--- src/rtl/can_rx_pkg.sv ---
// Shared types and defaults for the CAN receive/destuff path.
package can_rx_pkg;
    typedef enum logic [2:0] {IDLE, START, DATA, DONE, ERROR} state_t;

    localparam int FRAME_BITS_DEF  = 108;
    localparam int STUFF_LIMIT_DEF = 5;

    function automatic int cnt_width(input int clks);
        return (clks < 2) ? 1 : $clog2(clks);
    endfunction
endpackage

--- src/rtl/can_stuff_monitor.sv ---
// Tracks the run of equal bits on the line and classifies each sampled bit
// as data, stuff bit, or stuff-rule violation.
module can_stuff_monitor #(
    parameter int STUFF_LIMIT = 5
) (
    input  logic clk,
    input  logic rst,
    input  logic clear,
    input  logic strobe,
    input  logic sample,
    output logic is_stuff,
    output logic is_error
);
    localparam int LW = $clog2(STUFF_LIMIT + 1);

    logic          run_val;
    logic [LW-1:0] run_len;
    logic          at_limit;

    assign at_limit = (run_len == LW'(STUFF_LIMIT));
    assign is_stuff = strobe && at_limit && (sample != run_val);
    assign is_error = strobe && at_limit && (sample == run_val);

    // A zero run length marks "no bit seen yet", so the SOF starts a fresh run.
    always_ff @(posedge clk) begin
        if (rst || clear) begin
            run_val <= 1'b0;
            run_len <= '0;
        end else if (strobe && !is_error) begin
            if (run_len != '0 && sample == run_val) begin
                run_len <= run_len + LW'(1);
            end else begin
                run_val <= sample;
                run_len <= LW'(1);
            end
        end
    end
endmodule

--- src/rtl/can_rx_destuff.sv ---
// CAN bit receiver: SOF detection, mid-bit sampling, destuffing, frame capture.
// Define CAN_RX_SYNC_EN to route the bus line through a 2-flop synchronizer.
module can_rx_destuff import can_rx_pkg::*; #(
    parameter int CLKS_PER_BIT = 10,
    parameter int FRAME_BITS   = FRAME_BITS_DEF,
    parameter int STUFF_LIMIT  = STUFF_LIMIT_DEF
) (
    input  logic                  i_Clock,
    input  logic                  i_Reset,
    input  logic                  i_Rx_Serial,
    output logic                  o_Rx_DV,
    output logic [FRAME_BITS-1:0] o_Rx_Byte,
    output logic                  o_Ignora_Bit,
    output logic                  o_Eror_Stuffing
);
    localparam int CW = cnt_width(CLKS_PER_BIT);
    localparam int IW = $clog2(FRAME_BITS + 1);

    state_t                state, state_n;
    logic [CW-1:0]         cnt, cnt_n;
    logic [IW-1:0]         idx;
    logic [FRAME_BITS-1:0] frame;
    logic                  rx, prev, ign;
    logic                  strobe, sof_ok, store;
    logic                  is_stuff, is_error;

`ifdef CAN_RX_SYNC_EN
    logic [1:0] sync;
    always_ff @(posedge i_Clock) begin
        if (i_Reset) sync <= '0;
        else         sync <= {sync[0], i_Rx_Serial};
    end
    assign rx = sync[1];
`else
    assign rx = i_Rx_Serial;
`endif

    can_stuff_monitor #(.STUFF_LIMIT(STUFF_LIMIT)) u_mon (
        .clk      (i_Clock),
        .rst      (i_Reset),
        .clear    (state == IDLE),
        .strobe   (strobe),
        .sample   (rx),
        .is_stuff (is_stuff),
        .is_error (is_error)
    );

    always_ff @(posedge i_Clock) begin
        if (i_Reset) begin
            state <= IDLE;
            cnt   <= '0;
        end else begin
            state <= state_n;
            cnt   <= cnt_n;
        end
    end

    always_comb begin
        state_n = state;
        cnt_n   = cnt + CW'(1);
        strobe  = 1'b0;
        sof_ok  = 1'b0;
        case (state)
            IDLE: begin
                cnt_n = '0;
                if (prev && !rx) state_n = START;
            end
            START: begin
                if (cnt == CW'(CLKS_PER_BIT/2 - 1)) begin
                    cnt_n = '0;
                    if (!rx) begin
                        state_n = DATA;
                        strobe  = 1'b1;
                        sof_ok  = 1'b1;
                    end else begin
                        state_n = IDLE;
                    end
                end
            end
            DATA: begin
                if (cnt == CW'(CLKS_PER_BIT - 1)) begin
                    cnt_n  = '0;
                    strobe = 1'b1;
                    if (is_error)
                        state_n = ERROR;
                    else if (!is_stuff && idx == IW'(FRAME_BITS - 1))
                        state_n = DONE;
                end
            end
            DONE, ERROR: begin
                cnt_n   = '0;
                state_n = IDLE;
            end
            default: state_n = IDLE;
        endcase
    end

    assign store = strobe && !sof_ok && !is_stuff && !is_error;

    // The frame register is wiped at SOF so a stale frame is visible until then.
    always_ff @(posedge i_Clock) begin
        if (i_Reset) begin
            prev  <= 1'b0;
            idx   <= '0;
            frame <= '0;
            ign   <= 1'b0;
        end else begin
            prev <= rx;
            ign  <= is_stuff;
            if (sof_ok) begin
                frame <= '0;
                idx   <= IW'(1);
            end else if (store) begin
                frame[idx] <= rx;
                idx        <= idx + IW'(1);
            end
        end
    end

    assign o_Rx_DV         = (state == DONE);
    assign o_Eror_Stuffing = (state == ERROR);
    assign o_Ignora_Bit    = ign;
    assign o_Rx_Byte       = frame;
endmodule

--- config.mk ---
export PLATFORM = sky130hd
export DESIGN_NAME = can_rx_destuff
export DESIGN_NICKNAME = d
export VERILOG_FILES = /design/src/rtl/can_rx_pkg.sv /design/src/rtl/can_stuff_monitor.sv /design/src/rtl/can_rx_destuff.sv
export SDC_FILE = /design/constraint.sdc
export NUM_CORES = 1
export LEC_CHECK = 0
export BUFFER_PORTS_ARGS = -buffer_cell sky130_fd_sc_hd__buf_2
export CAP_MARGIN = 25
export CORE_MARGIN = 1
export CORE_UTILIZATION = 45
export CTS_CLUSTER_SIZE = 16
export DETAILED_ROUTE_END_ITERATION = 8
export GPL_TIMING_DRIVEN = 0
export PLACE_DENSITY = 0.67
export SLEW_MARGIN = 0
export SYNTH_ARGS = -nofsm -noshare
export SYNTH_HDL_FRONTEND = slang
export SYNTH_SLANG_ARGS = --single-unit
--- constraint.sdc ---
create_clock -name i_Clock -period 3.9 [get_ports i_Clock]
set_input_delay 0.195 -clock i_Clock [delete_from_list [all_inputs] [get_ports i_Clock]]
set_output_delay 0.195 -clock i_Clock [all_outputs]
set_load 0.01 [all_outputs]
==> impl_summary.log, run 1 <==
[metrics] power density normalized to cell area: between 400 and 500 nW/um^2
[metrics] sequential-to-total area share from yosys stat: between 40% and 50%
[metrics] Least-Margin Pin Slew: 0.9855 ns
[metrics] maximum count of clock buffers along a single path: 2
[metrics] data required time at the worst endpoint: 4.24 ns
[metrics] Flop pwr share: about two fifths
[metrics] average cell area after synthesis: 9.023 um^2
[metrics] antenna violations before repair: 0
[metrics] leading register cell type out of synthesis: sky130_fd_sc_hd__dfxtp_1
[metrics] maxcap violations: 0
[metrics] most area-consuming cells after synthesis: sky130_fd_sc_hd__dfxtp_1 45%, sky130_fd_sc_hd__mux2i_1 19%, sky130_fd_sc_hd__nand3_1 10%, sky130_fd_sc_hd__nand2_1 7.5%, sky130_fd_sc_hd__clkbuf_1 2.3%
[metrics] overall routing resource usage: about 23%
[metrics] clock-pin slew reported for the worst setup and hold paths after clock tree synthesis: ~0.050 ns
[metrics] TNS Setup: 0 ns
[metrics] Clock Power Share: between 50 and 60%
[metrics] cell leakage power: ~0.0035 uW
[metrics] later-pin clock latency in the skew report: roughly 0.42 ns
[metrics] wire length of the first global-routing pass: around 23 mm
[metrics] CTS tree: done
[metrics] layout overhead on the synthesized area: 24.43%
[metrics] kind of capture point of the worst setup path: flip-flop
[metrics] initial detailed-routing violation count: 400
[metrics] Fmax achieved: about 370 MHz
[metrics] Post-Place Worst Slack: about 1.2 ns
[metrics] total CTS buffers: 17
[metrics] Max rail drop VDD: just under 0.0003 V
[metrics] NumNets Final: about 800
[metrics] maximum fanout along the worst path: 10
[metrics] via count of the first global-routing pass: ~4,700
[metrics] number of H-tree levels: 4
[metrics] number of warning messages in the yosys log: 0
[metrics] Yosys cell types: just over 40
[metrics] Core Area: 12,260 um^2
[metrics] worst clock skew: roughly 0.0045 ns
[metrics] switch share: 21.98%
[metrics] most repeated cell in the gate-level netlist after synthesis: sky130_fd_sc_hd__dfxtp_1
[metrics] count of pins on the block boundary: 114
[metrics] filler cell count in the final layout: approximately 1,100
[metrics] largest net degree at the start of global routing: 17
[metrics] drt first pass iters: 5
[metrics] post-detailed-route via-to-cell ratio: 5.273
[metrics] classification of the worst setup path: flip-flop to flip-flop
[metrics] cell count after synthesis: 638
[metrics] number of enable-type register cells in the synthesized netlist: 0
[metrics] status: complete, no violations
[metrics] path category of the worst min-delay check: input port to flip-flop
[metrics] final worst path period need: 2.711 ns
[metrics] period utilization: between 60% and 70%
[metrics] number of synthesized register bits: between 100 and 150
[metrics] Residual DRC: 0
[metrics] worst reg-to-reg path cell count: 9
[metrics] Power Total: between 3000 and 4000 uW
[metrics] CTS sink count: around 130
[metrics] hold violation count in the final report: 0
[metrics] Die H: approximately 120 um
[metrics] met3 GRT Util: about 5.9%
[metrics] switching power summed over all nets: just over 700 uW
[metrics] internal reg-to-reg setup slack: ~1.2 ns
[metrics] via count of the routed design: around 5,000
[metrics] busiest layer in global routing: met2
[metrics] Worst Path Arrival: 3.05 ns
[metrics] die area: ~13,000 um^2
[metrics] share of synthesized registers carrying an async set or reset: 0%
[metrics] postcts setup bufs: 0
[metrics] non-filler instance count after layout: ~950
[metrics] Global Route met2 Usage: between 30% and 40%
[metrics] share of Yosys cell area claimed by the top area cell type: between 40% and 50%
[metrics] cell row count: 40
[metrics] # setup viols final: 0
[metrics] setup ws final: 1.189 ns
[metrics] Startpoint Class: flip-flop
[metrics] top post-synthesis cells by count: 128 x sky130_fd_sc_hd__dfxtp_1, 115 x sky130_fd_sc_hd__nand2_1, 115 x sky130_fd_sc_hd__nand3_1
[metrics] worst hold stages: 2
[metrics] horizontal extent of the die: approximately 120 um
[metrics] worst slew slack as a fraction of its limit: between 30% and 40%
[metrics] half-perimeter wire length after detailed placement: 10.07 mm
[metrics] cts-stage hold buffer count: 0
[metrics] # placed instances: just over 900
[metrics] initial core utilization: a little under half
[metrics] Cell Area, Synth: 5757 um^2
[metrics] global-route track usage on met1: 29.91%
[metrics] number of routed nets with antenna violations: 0
[metrics] GR Overflow Total: 0
[metrics] share of final-layout standard cells stronger than drive strength 1: about a fifth
[metrics] RSZ-0062 raised after global routing: false
[metrics] Root Driver: sky130_fd_sc_hd__clkbuf_16
[metrics] wire length after detailed routing: 14.63 mm
[metrics] final antenna diode count: 0
[metrics] fin. max-slew vios: 0
[metrics] net count after synthesis: around 650
[metrics] Int Pwr: 2525 uW
[metrics] Yosys top cell by area: sky130_fd_sc_hd__dfxtp_1
[metrics] final RePlAce weighted congestion: between 0.8 and 0.9
[metrics] average wire per cell in the routed design: ~15 um
[metrics] cts repair resizes: 0
[metrics] PortBufs: roughly 110
[metrics] Gate power share: 6.0%
metrics by stage:
stage	hold slack [ns]	utilization, %	cell area (um^2)
2_1_floorplan	0.4447	-	5757
3_3_place_gp	0.4425	53.19	6523
3_5_place_dp	0.4489	53.19	6523
4_1_cts	0.1766	58.42	7163
5_1_grt	0.2179	58.42	7163
6_report	0.1896	58.42	7163
flip-flops by register name (all words and copies together) (netlist names):
name	cells
o_Rx_Byte	108
u_mon.run_len	3
u_mon.run_val	1
o_Ignora_Bit	1
idx	7
state	3
cnt	4
prev	1
cells by family after synthesis:
| family | Yosys count | share of synthesized area [%] |
|---|---|---|
| fa+ha+maj | 7 | 1.521 |
| compound gates | 24 | 2.630 |
| buf+inv | 66 | 5.934 |
| simple gates | 295 | 25.06 |
| xor+xnor | 8 | 1.217 |
| flops | 128 | 44.51 |
| mux | 110 | 19.13 |
worst max-delay path, stage by stage (launching register included):
cell                       delay [ns]
sky130_fd_sc_hd__dfxtp_1         0.40
sky130_fd_sc_hd__inv_1           0.06
sky130_fd_sc_hd__ha_1            0.21
sky130_fd_sc_hd__and3b_1         0.21
sky130_fd_sc_hd__a21oi_1         0.12
sky130_fd_sc_hd__clkbuf_1        0.47
sky130_fd_sc_hd__nand2_1         0.45
sky130_fd_sc_hd__buf_2           0.32
sky130_fd_sc_hd__buf_2           0.22
sky130_fd_sc_hd__mux2i_1         0.16
worst paths after layout:
kind	start	end
setup / recovery	cnt[0]$_SDFF_PP0_	o_Rx_Byte[23]$_SDFFE_PP0P_
hold / removal	i_Reset	idx[0]$_SDFFE_PP0P_
setup reg to reg	cnt[0]$_SDFF_PP0_	o_Rx_Byte[23]$_SDFFE_PP0P_
hold reg to reg	o_Rx_Byte[72]$_SDFFE_PP0P_	o_Rx_Byte[72]$_SDFFE_PP0P_
cells in the final DEF (no fill, tap or decap), types with 5 or more instances in the layout:
cell                        count
sky130_fd_sc_hd__nand2_1      115
sky130_fd_sc_hd__buf_1          5
sky130_fd_sc_hd__dfxtp_1      128
sky130_fd_sc_hd__mux2i_1      110
sky130_fd_sc_hd__and3b_1        5
sky130_fd_sc_hd__inv_1         10
sky130_fd_sc_hd__ha_1           7
sky130_fd_sc_hd__xnor2_1        5
sky130_fd_sc_hd__buf_2        114
sky130_fd_sc_hd__clkbuf_16     17
sky130_fd_sc_hd__a21oi_1       10
sky130_fd_sc_hd__nor2_1        18
sky130_fd_sc_hd__clkbuf_1      37
sky130_fd_sc_hd__nand2b_1       7
sky130_fd_sc_hd__nor3_1         6
sky130_fd_sc_hd__nand3_1      115
sky130_fd_sc_hd__buf_6         12
routing by layer:
layer  vias up  wire length [um]
met2       150              6832
li1       2458                 -
met3        17               955
met5         -                 0
met1      2379              6678
met4         0               161
power by group through the flow:
stage          Sequential (uW)  Clock, uW  Combinational, uW
2_1_floorplan             1360          0                154
3_3_place_gp              1360          0                188
3_5_place_dp              1360          0                192
4_1_cts                   1330       1730                194
5_1_grt                   1340       1780                214
6_report                  1340       1710                196
cell type report:
class	instances	area, um^2	share of cell area (%)
buffer	56	304.0	4.245
clock buffer	22	484.2	6.760
clock inverter	10	156.4	2.183
inverter	10	37.54	0.5240
multi-input combinational	444	2853	39.83
sequential	128	2562	35.77
tap	168	210.2	2.935
timing repair buffer	111	555.5	7.755
Power figures use the tool's default switching activity.
==> inputs of run 2 (changes only) <==
==> constraint.sdc (replaced) <==
create_clock -name i_Clock -period 2.67 [get_ports i_Clock]
set_input_delay 0.1335 -clock i_Clock [delete_from_list [all_inputs] [get_ports i_Clock]]
set_output_delay 0.1335 -clock i_Clock [all_outputs]
set_load 0.01 [all_outputs]
==> impl_summary.log, run 2 (synthesis results as in run 1) <==
[metrics] status: complete, no violations
[metrics] postcts setup bufs: 0
[metrics] Startpoint Class: flip-flop
[metrics] via count of the routed design: about 5,000
[metrics] NumNets Final: 778
[metrics] maximum fanout along the worst path: 10
[metrics] kind of capture point of the worst setup path: flip-flop
[metrics] most common cell after layout, fill and taps aside: sky130_fd_sc_hd__dfxtp_1
[metrics] worst hold stages: 2
[metrics] average wire per cell in the routed design: 15.44 um
[metrics] CTS sink count: between 100 and 150
[metrics] # placed instances: around 920
[metrics] CTS tree: done
[metrics] number of routed nets with antenna violations: 0
[metrics] antenna violations before repair: 0
[metrics] share of final-layout standard cells stronger than drive strength 1: a little over a fifth
[metrics] half-perimeter wire length after detailed placement: roughly 10 mm
[metrics] capture point of the critical path: o_Rx_Byte[23]$_SDFFE_PP0P_
[metrics] Residual DRC: 0
[metrics] power density normalized to cell area: ~660 nW/um^2
[metrics] Core Area: approximately 12,000 um^2
[metrics] initial core utilization: around 47%
[metrics] hold violation count in the final report: 0
[metrics] layout overhead on the synthesized area: 24.49%
[metrics] path category of the worst min-delay check: input port to flip-flop
[metrics] cts-stage hold buffer count: 0
[metrics] drt first pass iters: 5
[metrics] wire length of the first global-routing pass: 23.45 mm
[metrics] non-filler instance count after layout: around 950
[metrics] Least-Margin Pin Slew: around 0.98 ns
[metrics] sequential cell area: 2562 um^2
[metrics] later-pin clock latency in the skew report: approximately 0.42 ns
[metrics] Die H: 115.1 um
[metrics] top library cells by usage in the layout, fill and taps aside: 128 x sky130_fd_sc_hd__dfxtp_1, 115 x sky130_fd_sc_hd__nand3_1, 114 x sky130_fd_sc_hd__buf_2, 114 x sky130_fd_sc_hd__nand2_1, 110 x sky130_fd_sc_hd__mux2i_1
[metrics] final antenna diode count: 0
[metrics] data required time at the worst endpoint: 2.96 ns
[metrics] Power Total: 4732 uW
[metrics] TNS Setup: 0 ns
[metrics] Critical path origin: state[2]$_SDFFE_PP0P_
[metrics] GR Overflow Total: 0
[metrics] die area: around 13,000 um^2
[metrics] maximum count of clock buffers along a single path: 2
[metrics] horizontal extent of the die: roughly 120 um
[metrics] count of pins on the block boundary: between 100 and 150
[metrics] endpoint of the worst-slack reg-to-reg timing path: o_Rx_Byte[23]$_SDFFE_PP0P_
[metrics] number of flip-flops under the largest register name: 108
[metrics] cell row count: 40
[metrics] via count of the first global-routing pass: between 4,000 and 5,000
[metrics] final-layout worst hold slack: roughly 0.12 ns
[metrics] final RePlAce weighted congestion: ~0.83
[metrics] classification of the worst setup path: flip-flop to flip-flop
[metrics] post-detailed-route via-to-cell ratio: around 5.3
[metrics] Worst Path Arrival: about 2.7 ns
[metrics] maxcap violations: 0
[metrics] Final Core Density: 58.45%
[metrics] R2R Path Start: state[2]$_SDFFE_PP0P_
[metrics] period utilization: 90.39%
[metrics] internal reg-to-reg setup slack: between 0.2 and 0.3 ns
[metrics] wire length after detailed routing: ~15 mm
[metrics] Max rail drop VDD: 0.0004328 V
[metrics] overall routing resource usage: between 20% and 30%
[metrics] area occupied by multi-input gates: approximately 2900 um^2
[metrics] final worst path period need: 2.413 ns
[metrics] Fmax achieved: 414.3 MHz
[metrics] PortBufs: 111
[metrics] filler cell count in the final layout: roughly 1,100
[metrics] fin. max-slew vios: 0
[metrics] number of H-tree levels: 4
[metrics] initial detailed-routing violation count: 404
[metrics] cell leakage power: around 0.0035 uW
[metrics] worst clock skew: approximately 0.0050 ns
[metrics] worst slew slack as a fraction of its limit: approximately 34%
[metrics] worst reg-to-reg path cell count: 8
[metrics] total CTS buffers: 17
[metrics] Root Driver: sky130_fd_sc_hd__clkbuf_16
[metrics] clock-pin slew reported for the worst setup and hold paths after clock tree synthesis: about 0.060 ns
[metrics] largest net degree at the start of global routing: 17
[metrics] RSZ-0062 raised after global routing: false
[metrics] # setup viols final: 0
==> run 2: worst min-delay path by stage <==
stage	slack [ns]	start	end
final	0.12	i_Reset	idx[0]$_SDFFE_PP0P_
after global routing	0.16	i_Reset	idx[0]$_SDFFE_PP0P_
after CTS	0.12	i_Reset	idx[0]$_SDFFE_PP0P_
after detailed placement	0.45	o_Rx_Byte[72]$_SDFFE_PP0P_	o_Rx_Byte[72]$_SDFFE_PP0P_
after global placement	0.44	o_Rx_Byte[15]$_SDFFE_PP0P_	o_Rx_Byte[15]$_SDFFE_PP0P_
after floorplan	0.44	o_Ignora_Bit$_SDFF_PP0_	o_Ignora_Bit
==> run 2: final cells by class <==
type | count | share of cell area, %
Sequential cell | 128 | 35.75
Tap cell | 168 | 2.933
Multi-Input combinational cell | 444 | 39.84
Clock inverter | 10 | 2.182
Inverter | 10 | 0.5237
Timing Repair Buffer | 111 | 7.751
Buffer | 56 | 4.260
Clock buffer | 22 | 6.756
==> run 2: power by group <==
part           internal, uW  leakage [uW]  switching, uW
registers              1930       0.00103           18.9
clock network          1660      0.000316            838
logic                   102       0.00220            186
==> run 2: repair_timing <==
action | 4_1_cts | 5_1_grt
setup endpoints to repair | 10 | 10
gates cloned | 0 | 0
gates resized for setup | 1 | 1
==> run 2: worst max-delay path: stages, from the launching register on <==
cell and delay [ns]:
sky130_fd_sc_hd__dfxtp_1 0.30, sky130_fd_sc_hd__buf_6 0.13, sky130_fd_sc_hd__nor4b_1 0.49, sky130_fd_sc_hd__a21oi_1 0.13, sky130_fd_sc_hd__clkbuf_2 0.26, sky130_fd_sc_hd__nand2_2 0.29
sky130_fd_sc_hd__buf_2 0.27, sky130_fd_sc_hd__buf_2 0.28, sky130_fd_sc_hd__mux2i_1 0.12
==> run 2: routing by layer <==
layer / up-vias / global-route usage [%] / wire length [um]
met3: 18 / 5.851 / 783
met2: 130 / 36.87 / 6766
met4: 0 / 8.225 / 176
met1: 2387 / 29.91 / 6930
li1: 2456 / - / -
met5: - / 0 / 0
==> run 2: per-stage QoR <==
step / area, um^2 / setup slack (ns)
after floorplan: 5757 / 0.6787
after global placement: 6523 / 0.04071
after detailed placement: 6523 / -0.06112
after CTS: 7164 / 0.1119
after global routing: 7167 / 0.03980
final: 7167 / 0.2565
